`src/rtl/fetch_pkg.sv`:
```
// Shared fetch-side types and constants for the
// dual fetch queue and its word ring buffer.
package fetch_pkg;
  localparam int INSTR_W = 32;
  localparam logic [INSTR_W-1:0] BUBBLE = '0;
  localparam logic [31:0] PAIR_BYTES = 32'd8;

  typedef enum logic [1:0] {
    IDLE,
    WAIT,
    DROP
  } fetch_state_e;
endpackage

```
`src/rtl/word_ring_buffer.sv`:
```
// Circular DEPTH x 32 word store with a 2-word write
// port (optional low-word skip), 0/1/2 pop and flush.
module word_ring_buffer
  import fetch_pkg::*;
#(
  parameter int DEPTH = 8
) (
  input  logic                   clk,
  input  logic                   rst_n,
  input  logic                   flush,
  input  logic                   wr_en,
  input  logic                   wr_skip,
  input  logic [2*INSTR_W-1:0]   wr_data,
  input  logic [1:0]             pop_n,
  output logic [INSTR_W-1:0]     rd0,
  output logic [INSTR_W-1:0]     rd1,
  output logic [1:0]             rd_vld,
  output logic [$clog2(DEPTH):0] count
);
  localparam int AW = $clog2(DEPTH);
  localparam int CW = AW + 1;

  logic [INSTR_W-1:0] mem_q [DEPTH];
  logic [INSTR_W-1:0] mem_d [DEPTH];
  logic [AW-1:0] head_q, head_d;
  logic [AW-1:0] tail_q, tail_d;
  logic [AW-1:0] head1, tail1;
  logic [CW-1:0] count_q, count_d;
  logic [CW-1:0] push_n;

  always_comb begin
    head1 = head_q + AW'(1);
    tail1 = tail_q + AW'(1);
    push_n = '0;
    if (wr_en) push_n = wr_skip ? CW'(1) : CW'(2);
    mem_d = mem_q;
    head_d = head_q + AW'(pop_n);
    tail_d = tail_q + AW'(push_n);
    count_d = count_q + push_n - CW'(pop_n);
    if (wr_en) begin
      if (wr_skip) begin
        mem_d[tail_q] = wr_data[63:32];
      end else begin
        mem_d[tail_q] = wr_data[31:0];
        mem_d[tail1] = wr_data[63:32];
      end
    end
    if (flush) begin
      head_d = '0;
      tail_d = '0;
      count_d = '0;
    end
  end

  always_ff @(posedge clk or negedge rst_n) begin
    if (!rst_n) begin
      for (int i = 0; i < DEPTH; i++)
        mem_q[i] <= BUBBLE;
      head_q <= '0;
      tail_q <= '0;
      count_q <= '0;
    end else begin
      mem_q <= mem_d;
      head_q <= head_d;
      tail_q <= tail_d;
      count_q <= count_d;
    end
  end

  // slots beyond the live count read as bubbles
  always_comb begin
    rd0 = (count_q != '0) ? mem_q[head_q] : BUBBLE;
    rd1 = (count_q > CW'(1)) ? mem_q[head1] : BUBBLE;
    rd_vld = {count_q > CW'(1), count_q != '0};
  end

  assign count = count_q;

  ovf_a: assert property (
    @(posedge clk) disable iff (!rst_n)
    count_d <= CW'(DEPTH)
  );
endmodule

```
`src/rtl/dual_fetch_queue.sv`:
```
// Fetches aligned instruction pairs from the I-cache
// into a word ring and presents the two oldest words.
module dual_fetch_queue
  import fetch_pkg::*;
#(
  parameter int          DEPTH    = 8,
  parameter logic [31:0] RESET_PC = 32'h0000_0000
) (
  input  logic               clk,
  input  logic               rst_n,
  output logic               ic_req,
  output logic [31:0]        ic_addr,
  input  logic               ic_valid,
  input  logic [63:0]        ic_data,
  output logic [INSTR_W-1:0] instr1,
  output logic [INSTR_W-1:0] instr2,
  output logic [1:0]         pair_valid,
  input  logic               issue_adv,
  input  logic               rollback,
  input  logic               redirect,
  input  logic [31:0]        redirect_pc
);
  localparam int CW = $clog2(DEPTH) + 1;

  fetch_state_e state_q, state_d;
  logic [31:0] fetch_pc_q, fetch_pc_d;
  logic [31:0] addr_q, addr_d;
  logic        req_q, req_d;
  logic        skip_q, skip_d;
  logic        enq_go, can_req, room;
  logic [1:0]  pop_n, enq_n;
  logic [CW-1:0] count;
  logic [CW:0]   used;

  always_comb begin
    enq_go = ic_valid && (state_q == WAIT);
    enq_n = '0;
    if (enq_go) enq_n = skip_q ? 2'd1 : 2'd2;
    pop_n = '0;
    if (issue_adv && count != '0)
      pop_n = (rollback || count == CW'(1)) ? 2'd1 : 2'd2;
    // a request reserves a pair after this cycle's traffic
    used = (CW+1)'(count) + (CW+1)'(enq_n) - (CW+1)'(pop_n);
    room = used <= (CW+1)'(DEPTH - 2);

    state_d = state_q;
    fetch_pc_d = fetch_pc_q;
    addr_d = addr_q;
    skip_d = skip_q;
    req_d = 1'b0;
    can_req = 1'b0;
    unique case (state_q)
      IDLE: can_req = 1'b1;
      WAIT: if (ic_valid) begin
        state_d = IDLE;
        skip_d = 1'b0;
        can_req = 1'b1;
      end
      DROP: if (ic_valid) state_d = IDLE;
      default: state_d = IDLE;
    endcase
    if (can_req && room) begin
      req_d = 1'b1;
      addr_d = fetch_pc_q;
      fetch_pc_d = fetch_pc_q + PAIR_BYTES;
      state_d = WAIT;
    end
    if (redirect) begin
      req_d = 1'b0;
      addr_d = addr_q;
      fetch_pc_d = {redirect_pc[31:3], 3'b000};
      skip_d = redirect_pc[2];
      state_d = (state_q != IDLE && !ic_valid) ? DROP : IDLE;
    end
  end

  always_ff @(posedge clk or negedge rst_n) begin
    if (!rst_n) begin
      state_q <= IDLE;
      fetch_pc_q <= RESET_PC;
      addr_q <= RESET_PC;
      req_q <= 1'b0;
      skip_q <= 1'b0;
    end else begin
      state_q <= state_d;
      fetch_pc_q <= fetch_pc_d;
      addr_q <= addr_d;
      req_q <= req_d;
      skip_q <= skip_d;
    end
  end

  assign ic_req = req_q;
  assign ic_addr = addr_q;

  word_ring_buffer #(.DEPTH(DEPTH)) u_ring (
    .clk     (clk),
    .rst_n   (rst_n),
    .flush   (redirect),
    .wr_en   (enq_go),
    .wr_skip (skip_q),
    .wr_data (ic_data),
    .pop_n   (pop_n),
    .rd0     (instr1),
    .rd1     (instr2),
    .rd_vld  (pair_valid),
    .count   (count)
  );
endmodule
```
`config.mk`:
```
export PLATFORM = sky130hd
export DESIGN_NAME = dual_fetch_queue
export DESIGN_NICKNAME = d
export VERILOG_FILES = /design/src/rtl/fetch_pkg.sv /design/src/rtl/word_ring_buffer.sv /design/src/rtl/dual_fetch_queue.sv
export SDC_FILE = /design/constraint.sdc
export NUM_CORES = 1
export LEC_CHECK = 0
export CORE_ASPECT_RATIO = 0.8
export CORE_MARGIN = 2
export CORE_UTILIZATION = 52
export CTS_CLUSTER_SIZE = 8
export DETAILED_ROUTE_END_ITERATION = 7
export PLACE_DENSITY = 0.77
export SLEW_MARGIN = 20
export SYNTH_ARGS = -nofsm -noshare
export SYNTH_HDL_FRONTEND = slang
export SYNTH_SLANG_ARGS = --single-unit
```
`constraint.sdc`:
```
create_clock -name clk -period 3.66 [get_ports clk]
set_input_delay 0.732 -clock clk [delete_from_list [all_inputs] [get_ports clk]]
set_output_delay 0.732 -clock clk [all_outputs]
set_load 0.005 [all_outputs]
```
==> results.cfg, run 1 <==
[logic_synthesis]
synth_edf_count = 0
synth_seq_cells = 328
synthArstFlopShare_pct = 100
synth.avg_cell_area_um2 = 10.7
syn-cell-area_mm2 = 0.0196
ys_seq_area_share_pct = 41.9
yosysWarnings = 0
yosysUniqueCellTypes = 59
netlist_instances = 1836
synth_ff_type = dfrtp_1

[floorplan]
die_h_um = 178
row_count = 63
coreArea_mm2 = 0.0370
die_x_um = 221
start_util_pct = 52.8
io_pins = 201
dieArea_mm2 = 0.0392

[layout]
num-nets-final = 2123
area_delta_synth_final_pct = 25.2
layout.cells.non_filler = 2494
final_area_mm2 = 0.0245
fin_util_pct = 66.2
nFillCells = 2726
layout-drive-gt1-share_pct = 22.7
seqCellArea_mm2 = 0.00822
multiInputGateArea_mm2 = 0.0109

[sta]
tightest_slew_ns = 1.18
post-route-period-util_pct = 103
tns_ns = -2.75
drv_slew = 0
hold_violations = 0
grt_setup_unrepaired = yes
timing.slew.headroom_pct = 21.2
holdWs_ns = 0.172
finalSetupViolations = 33
clock-skew-final_ns = 0.0143
fin_ws_ns = -0.126
fmax_ghz = 0.264
min_period_ns = 3.79

[status]
status = finished with violations
violations = setup timing

[placement]
dp_slack_ns = -0.710
placed_area_mm2 = 0.0223
place_hpwl_um = 39800
gp_congestion = 0.861
portBuffers = 195
dp.cells = 2389

[setup_path]
path_class = input port to flop
start_kind = input port
crit_fanout = 8
reg2reg_depth = 14
worstPathRequired_ns = 4.09
worstPathArrival_ns = 4.21
worstSetupEndpointType = flop

[clocking]
cts_hold_buf = 0
numCtsBuffers = 46
root_buffer = clkbuf_16
htree_levels = 2
insertion_delay_ns = 0.55
clock_sinks = 328
clk_path_buf_depth = 3
cts_tree = yes
path_clk_slew_ns = 0.05

[drt]
ant_nets = 0
vias = 18300
wire_per_inst_um = 28.6
drt_iter0_markers = 2679
route.detailed.drc = 0
dr.pass1.iters = 7
vias_per_cell = 7.35
drt-total-wl_um = 71300

[job]
maxCapViolCount = 0

[power]
p_per_area_mw_per_mm2 = 758
p_leak_nw = 9.50
vdd_drop_max_v = 0.000620
power_mw = 18.6

[global_route]
antenna_found_initial = 2
first_global_vias = 18300
grt_pass1_wl_um = 106000
grt_max_degree = 84
gr-usage-all-layers_pct = 34.7
grt-ovfl-total = 0

[min_path]
hold_class = input port to asynchronous set/reset pin
power by group:
group          total [mW]  leakage (nW)  internal (mW)  switching (mW)
clock                3.83         0.587           2.25            1.58
combinational        9.54          4.57           4.94            4.60
sequential           5.20          4.34           4.47           0.728
kinds of logic after synthesis:
| family | Yosys count | share of synthesized area [%] |
|---|---|---|
| fa+ha+maj | 18 | 1.30 |
| buf+inv | 239 | 4.83 |
| other cells | 1 | 0.0192 |
| xor+xnor | 7 | 0.313 |
| mux | 222 | 19.9 |
| compound gates | 617 | 22.5 |
| flops | 328 | 41.9 |
| simple gates | 404 | 9.24 |
sequential cells by signal, summed over array words and instances, names as in the netlist:
signal         cells
u_ring.tail_q      3
fetch_pc_q        29
u_ring.head_q      3
ic_req             1
state_q            2
ic_addr           29
u_ring.mem_q     256
skip_q             1
u_ring.count       4
critical path, stage by stage:
cell             delay [ns]
clkdlybuf4s50_1        0.50
and3b_1                0.23
fa_2                   0.47
buf_4                  0.15
fa_2                   0.42
xor2_2                 0.20
o32ai_2                0.14
or3_4                  0.43
nor3_4                 0.28
buf_12                 0.16
clkbuf_16              0.18
mux2_4                 0.31
layer usage:
metal,global-route usage (%),wire length (um),up-vias
li1,-,-,7413
met1,46.6,26000,9034
met2,53.4,32300,1568
met3,8.84,9550,303
met4,15.9,3390,2
met5,0,13,-
layout make-up:
cell class | instances | share of cell area (%)
diodes | 1 | 0.0102
clock inverters | 1 | 0.0357
repair buffers | 332 | 14.1
inverters | 23 | 0.352
flip-flops and latches | 328 | 33.5
well taps | 487 | 2.49
multi-input cells | 1272 | 44.6
clock buffers | 50 | 4.84
Yosys cell counts (4+ instances only):
| cell type | n | area (um2) |
|---|---|---|
| or3_1 | 4 | 25.0 |
| nor2b_1 | 7 | 43.8 |
| and4_1 | 6 | 52.6 |
| o311ai_0 | 11 | 96.3 |
| nor4_1 | 4 | 25.0 |
| nand2_1 | 225 | 845 |
| o21ai_1 | 8 | 40.0 |
| o2bb2ai_1 | 128 | 1120 |
| nand4_1 | 15 | 93.8 |
| inv_1 | 22 | 82.6 |
| a311oi_1 | 4 | 35.0 |
| fa_1 | 4 | 80.1 |
| nor3_1 | 15 | 75.1 |
| buf_2 | 17 | 85.1 |
| a22oi_1 | 256 | 1920 |
| or2_2 | 6 | 37.5 |
| a21oi_1 | 35 | 175 |
| a31oi_1 | 11 | 68.8 |
| mux2i_1 | 33 | 330 |
| xnor2_1 | 4 | 35.0 |
| nand3_1 | 16 | 80.1 |
| nor2_1 | 69 | 259 |
| nor3b_1 | 4 | 30.0 |
| mux2_2 | 61 | 687 |
| o21ai_0 | 132 | 661 |
| and2_1 | 5 | 31.3 |
| or4_1 | 10 | 75.1 |
| and3_1 | 6 | 37.5 |
| o31ai_1 | 9 | 67.6 |
| buf_1 | 14 | 52.6 |
| ha_1 | 14 | 175 |
| clkbuf_1 | 180 | 676 |
| dfrtp_1 | 328 | 8210 |
| mux4_2 | 128 | 2880 |
path summary, 6_finish.rpt:
path / startpoint / end / slack (ns)
min reg2reg: u_ring.mem_q[78] / u_ring.mem_q[78] / 0.50
max reg2reg: state_q[1] / ic_addr[22] / -0.11
max: issue_adv / ic_addr[22] / -0.13
max in group asynchronous: rst_n / u_ring.head_q[0] / 2.50
min: rst_n / u_ring.mem_q[198] / 0.17
min in group clk: u_ring.mem_q[78] / u_ring.mem_q[78] / 0.50
what timing repair did:
item	4_1_cts	5_1_grt
setup endpoints to repair	97	71
pin swaps	8	31
gates resized for setup	15	92
cloned	1	10
setup buffers	16	26
hold endpoints to repair	0	0
cell usage in the layout, fill, tap and decap left out, types with 8 or more instances in the layout:
cell type / netlist / routed
nand4_1: 15 / 15
nand3_1: 16 / 16
mux2_2: 61 / 38
buf_4: 3 / 103
o311ai_1: 2 / 8
clkdlybuf4s50_1: 0 / 182
o2bb2ai_1: 128 / 128
mux2_4: 0 / 23
mux2i_1: 33 / 32
dlymetal6s2s_1: 0 / 10
inv_1: 22 / 16
buf_12: 0 / 15
dfrtp_1: 328 / 323
mux4_2: 128 / 128
a22oi_1: 256 / 256
ha_1: 14 / 10
clkbuf_16: 0 / 56
o21ai_0: 132 / 131
nor2_1: 69 / 64
a31oi_1: 11 / 9
a21oi_1: 35 / 31
nor3_1: 15 / 10
nand2_1: 225 / 223
No activity file was read; power rests on OpenSTA's default activity.
==> run 2: changes to the inputs <==
--- a/config.mk
+++ b/config.mk
@@ -6,12 +6,10 @@
 export NUM_CORES = 1
 export LEC_CHECK = 0
 export CORE_ASPECT_RATIO = 0.8
-export CORE_MARGIN = 2
 export CORE_UTILIZATION = 52
 export CTS_CLUSTER_SIZE = 8
 export DETAILED_ROUTE_END_ITERATION = 7
 export PLACE_DENSITY = 0.77
-export SLEW_MARGIN = 20
 export SYNTH_ARGS = -nofsm -noshare
 export SYNTH_HDL_FRONTEND = slang
 export SYNTH_SLANG_ARGS = --single-unit
==> run 2 against run 1 <==
  * The flow still finishes with violations (setup timing)
  * Register-to-register slack improved by 0.08 ns
  * Worst hold slack improved by 0.076 ns
  * Clock power about the same
  * Sequential cell count unchanged
  * Clock skew increased by 0.0038 ns
  * Worst setup slack improved by 0.095 ns
  * Non-clock buffer count increased by 2
  * Combinational power decreased by 1%
  * Sequential power about the same
  * Critical endpoint is now ic_addr[26]
==> results.cfg, run 2 (synthesized netlist as in run 1, its figures left out) <==
[status]
status = finished with violations
violations = setup timing

[sta]
holdWs_ns = 0.249
grt_setup_unrepaired = yes
hold_violations = 0
drv_slew = 0
clock-skew-final_ns = 0.0181
min_period_ns = 3.69
post-route-period-util_pct = 101
tightest_slew_ns = 1.02
fin_ws_ns = -0.0315
finalSetupViolations = 25
timing.slew.headroom_pct = 31.4
fmax_ghz = 0.271

[setup_path]
rr_startpoint = u_ring.count[3]
worstPathRequired_ns = 4.09
r2r-end = ic_addr[26]
worstSetupEndpointType = flop
path_class = flop to flop
crit_fanout = 8
worstPathArrival_ns = 4.12
start_kind = flop
reg2reg_depth = 17
r2r_slack_ns = -0.03

[drt]
vias = 18300
drt-total-wl_um = 70400
dr.pass1.iters = 7
drt_iter0_markers = 2913
wire_per_inst_um = 28.2
route.detailed.drc = 0
vias_per_cell = 7.33
ant_nets = 0

[placement]
gp_congestion = 0.848
place_hpwl_um = 40400
placed_area_mm2 = 0.0224
dp.cells = 2401
portBuffers = 195

[power]
p_per_area_mw_per_mm2 = 751
vdd_drop_max_v = 0.000621
p_leak_nw = 9.49
power_mw = 18.4

[layout]
num-nets-final = 2124
final_common_cell = dfrtp_1
layout.cells.non_filler = 2498
area_delta_synth_final_pct = 25.1
nFillCells = 2699
layout-drive-gt1-share_pct = 22.5
mostFrequentLayoutCells = 324 x dfrtp_1, 256 x a22oi_1, 221 x nand2_1
final_area_mm2 = 0.0245
regMostFlops = u_ring.mem_q
largest_register_ffs = 256

[global_route]
grt_max_degree = 108
grt_pass1_wl_um = 105000
grt_util_met2_pct = 52.1
grt-ovfl-total = 0
gr-usage-all-layers_pct = 35.3
grtUsageMet3_pct = 12.3
antenna_found_initial = 4
busiest_layer = met2
first_global_vias = 18100
groute.layer.met1.usage_pct = 47.5

[clocking]
cts_tree = yes
cts_hold_buf = 0
path_clk_slew_ns = 0.05
numCtsBuffers = 46
insertion_delay_ns = 0.55
clk_path_buf_depth = 3
clock_sinks = 328
root_buffer = clkbuf_16
htree_levels = 2

[floorplan]
row_count = 63
die_x_um = 219
coreArea_mm2 = 0.0370
dieArea_mm2 = 0.0384
die_h_um = 176
io_pins = 201
start_util_pct = 52.8

[job]
maxCapViolCount = 0

[min_path]
hold_class = input port to asynchronous set/reset pin
[run 2: changes by cell type in the layout (fill, tap and decap cells not counted), moves of 5 or more]
cell / previous run / this run
o311ai_0: 3 / 9
mux2_4: 23 / 29
o31ai_1: 3 / 8
dlygate4sd2_1: 1 / 9
mux2_2: 38 / 32
clkdlybuf4s50_1: 182 / 176
[run 2: per-stage QoR]
step / utilization [%] / setup WS (ns) / TNS (ns)
2_1_floorplan: - / 0.0418 / 0
3_3_place_gp: 60.4 / -0.597 / -28.29
3_5_place_dp: 60.4 / -0.756 / -33.15
4_1_cts: 64.1 / -0.0147 / -0.0327
5_1_grt: 66.1 / -0.169 / -5.33
6_report: 66.1 / -0.0315 / -0.484
[run 2: critical path, stage by stage, from the launching register on]
cell and delay, ns:
dfrtp_1 0.36, inv_2 0.06, ha_4 0.16, nand2_4 0.06
mux2i_2 0.24, nor2b_1 0.08, ha_1 0.31, inv_2 0.08
ha_4 0.13, inv_2 0.04, fa_2 0.36, xor2_2 0.19
o32ai_2 0.14, or3_4 0.48, nor3_4 0.23, buf_12 0.16
clkbuf_16 0.18, mux2_4 0.30
[run 2: where the power goes]
part	switching [mW]	internal, mW	total [mW]
combinational	4.43	4.97	9.40
clock	1.56	2.25	3.81
sequential	0.717	4.47	5.19
[run 2: layout make-up]
class / instances / area, um2 / share of cell area (%)
antenna: 4 / 10.0 / 0.0409
clock buffer: 50 / 1190 / 4.85
clock inverter: 1 / 8.76 / 0.0358
inverter: 23 / 86.3 / 0.353
multi-input combinational: 1271 / 10900 / 44.4
sequential: 328 / 8220 / 33.6
tap: 487 / 609 / 2.49
timing repair buffer: 334 / 3490 / 14.2
[run 2: what timing repair did]
item | CTS | global route
hold endpoints to repair | 0 | 0
resized for setup | 19 | 83
pin swaps | 4 | 24
endpoints found under the setup margin | 83 | 76
setup buffers | 9 | 23
cloned | 2 | 8
[run 2: worst max path at each step]
stage                    startpoint             end  slack, ns  cells past startpoint
global route        u_ring.count[2]  fetch_pc_q[31]      -0.17                     17
global placement           ic_valid  fetch_pc_q[28]      -0.60                     12
CTS                 u_ring.count[2]  fetch_pc_q[11]      -0.01                     16
floorplan                  ic_valid  fetch_pc_q[21]       0.04                     14
finish              u_ring.count[3]     ic_addr[26]      -0.03                     17
detailed placement         ic_valid  fetch_pc_q[11]      -0.76                     12
[run 2: per-layer routing]
| layer | routed length (um) | vias up |
|---|---|---|
| met1 | 25700 | 9048 |
| met2 | 31500 | 1595 |
| met3 | 10200 | 282 |
| met4 | 2910 | 0 |
| met5 | 0 | - |
| li1 | - | 7396 |
==> run 3: changes to the inputs <==
--- a/config.mk
+++ b/config.mk
@@ -6,10 +6,9 @@
 export NUM_CORES = 1
 export LEC_CHECK = 0
 export CORE_ASPECT_RATIO = 0.8
-export CORE_UTILIZATION = 52
+export CORE_UTILIZATION = 42
 export CTS_CLUSTER_SIZE = 8
 export DETAILED_ROUTE_END_ITERATION = 7
-export PLACE_DENSITY = 0.77
 export SYNTH_ARGS = -nofsm -noshare
 export SYNTH_HDL_FRONTEND = slang
 export SYNTH_SLANG_ARGS = --single-unit
==> run 3 against run 2 <==
  * The run now ends clean
  * Maximum frequency is 2.0% higher
  * Sequential power is 0.8% lower
  * Non-clock buffer count is 21 lower
  * Design area is 0.17% lower
  * Worst setup slack better by 0.071 ns
  * Die area is 24% higher
  * Clock skew is 0.0013 ns lower
  * Cell count is 4.2% higher
  * Sequential share of layout area is 0.057 points higher
  * Clock power is 5% higher
  * Critical path type is now flop to output port
==> results.cfg, run 3 (synthesized netlist as in run 1, its figures left out) <==
[power]
combPwrFrac_pct = 49.1
p_sw_mw = 6.59
p_seq_share_pct = 28.7
p_leak_nw = 9.44
p_int_mw = 11.3
power_mw = 17.9
swShare_pct = 36.7
clockPowerShare_pct = 22.2
vdd_drop_max_v = 0.000548
p_per_area_mw_per_mm2 = 734

[setup_path]
r2r-end = fetch_pc_q[27]
crit_chain = inv_2 > ha_4 > buf_4 > buf_4 > a21oi_1 > a21oi_4 > buf_4 > a21oi_1 > clkdlybuf4s50_1
worstSetupEndpointType = output port
slowest_delay_ns = 0.52
rr_startpoint = u_ring.count[3]
start_kind = flop
worstPathArrival_ns = 2.89
reg2reg_depth = 13
crit_fanout = 11
critical_path.startpoint = u_ring.count[3]
cp_slowest_cell = a21oi_4
r2r_slack_ns = 0.08
critPathMostFrequentCell = buf_4
path_class = flop to output port
worstPathRequired_ns = 2.93

[placement]
portBuffers = 195
place_hpwl_um = 41500
gp_congestion = 0.831
dp.cells = 2525

[layout]
fin_util_pct = 53.4
nFillCells = 3915
final_common_cell = dfrtp_1
layout.cells.non_filler = 2603
mostFrequentLayoutCells = 324 x dfrtp_1, 256 x a22oi_1, 221 x nand2_1
largest_register_ffs = 256
regMostFlops = u_ring.mem_q
area_delta_synth_final_pct = 24.8
layout-drive-gt1-share_pct = 21.4
num-nets-final = 2104

[floorplan]
io_pins = 201
die_x_um = 243
row_count = 70
coreArea_mm2 = 0.0458
dieArea_mm2 = 0.0475
die_h_um = 195
start_util_pct = 42.7

[drt]
drt_iter0_markers = 2013
ant_nets = 0
drt-total-wl_um = 71900
wl_met2_um = 32500
routed.top_layer = met5
vias = 17500
dr_wl_met3_um = 7810
met1Wirelength_um = 29600
wire_per_inst_um = 27.6
dr.pass1.iters = 6
route.detailed.drc = 0
vias_per_cell = 6.71

[sta]
min_period_ns = 3.62
grt_setup_unrepaired = yes
clock-skew-final_ns = 0.0169
drv_slew = 0
tns_ns = 0
fmax_ghz = 0.276
hold_violations = 0
tightest_slew_ns = 0.838
finalSetupViolations = 0
timing.slew.headroom_pct = 44.1
post-route-period-util_pct = 98.9

[global_route]
first_global_vias = 17400
grt_pass1_wl_um = 108000
antenna_found_initial = 3
grt_max_degree = 83
grt-ovfl-total = 0
gr-usage-all-layers_pct = 29.8

[clocking]
path_clk_slew_ns = 0.06
clock_sinks = 328
numCtsBuffers = 47
root_buffer = clkbuf_16
cts_tree = yes
htree_levels = 2
cts_hold_buf = 0
clk_path_buf_depth = 3
insertion_delay_ns = 0.59

[min_path]
hold_class = input port to asynchronous set/reset pin

[job]
maxCapViolCount = 0

[status]
status = finished, final reports clean
-- run 3: layout make-up --
class,count,area (um2),share of cell area (%)
clock inverter,2,12.5,0.0512
timing repair buffer,313,3380,13.8
inverter,23,86.3,0.353
sequential,328,8220,33.6
multi-input combinational,1271,10700,43.9
tap,612,766,3.13
antenna,2,5.00,0.0205
clock buffer,52,1240,5.06
-- run 3: repair_timing --
item                       CTS  global route
pin swaps                    2            16
setup buffers                8             5
setup endpoints to repair   84            82
gates resized for setup     21            45
gates cloned                 2             7
-- run 3: how the worst max path moves through the flow --
stage                     slack (ns)              to
after global placement         -0.55  fetch_pc_q[11]
after CTS                      0.003      instr1[10]
after detailed placement       -0.74   fetch_pc_q[8]
after floorplan                 0.04  fetch_pc_q[21]
final                           0.04      instr2[21]
after global routing           -0.03     ic_addr[18]
-- run 3: layer usage --
metal  vias up  GRT usage [%]
met2      1075           44.9
met1      8880           41.9
met5         -              0
met3       161           7.63
li1       7360              -
met4         2           9.67
-- run 3: worst max-delay path, delay by kind of cell, from the launching register on --
kind | cells | cell delay [ns]
adder cells (fa/ha/maj) | 1 | 0.15
flip-flops | 1 | 0.38
AO/OA/AOI/OAI | 3 | 0.69
buffers and inverters | 5 | 1.08
-- run 3: through the flow --
step | cell area (um2) | setup WS (ns) | hold WS, ns
6_report | 24400 | 0.0392 | 0.137
5_1_grt | 24400 | -0.0343 | 0.214
4_1_cts | 24100 | 0.00335 | 0.180
3_5_place_dp | 22700 | -0.735 | 0.489
3_3_place_gp | 22700 | -0.546 | 0.475
2_1_floorplan | 19600 | 0.0418 | 0.436
-- run 3: power by group through the flow --
stage               Clock [mW]  Sequential, mW  Combinational, mW
CTS                       4.02            5.11               8.19
floorplan                    0            4.94               4.51
finish                    3.99            5.15               8.80
detailed placement           0            5.16               7.89
global placement             0            5.11               7.74
global route              4.16            5.24               9.36
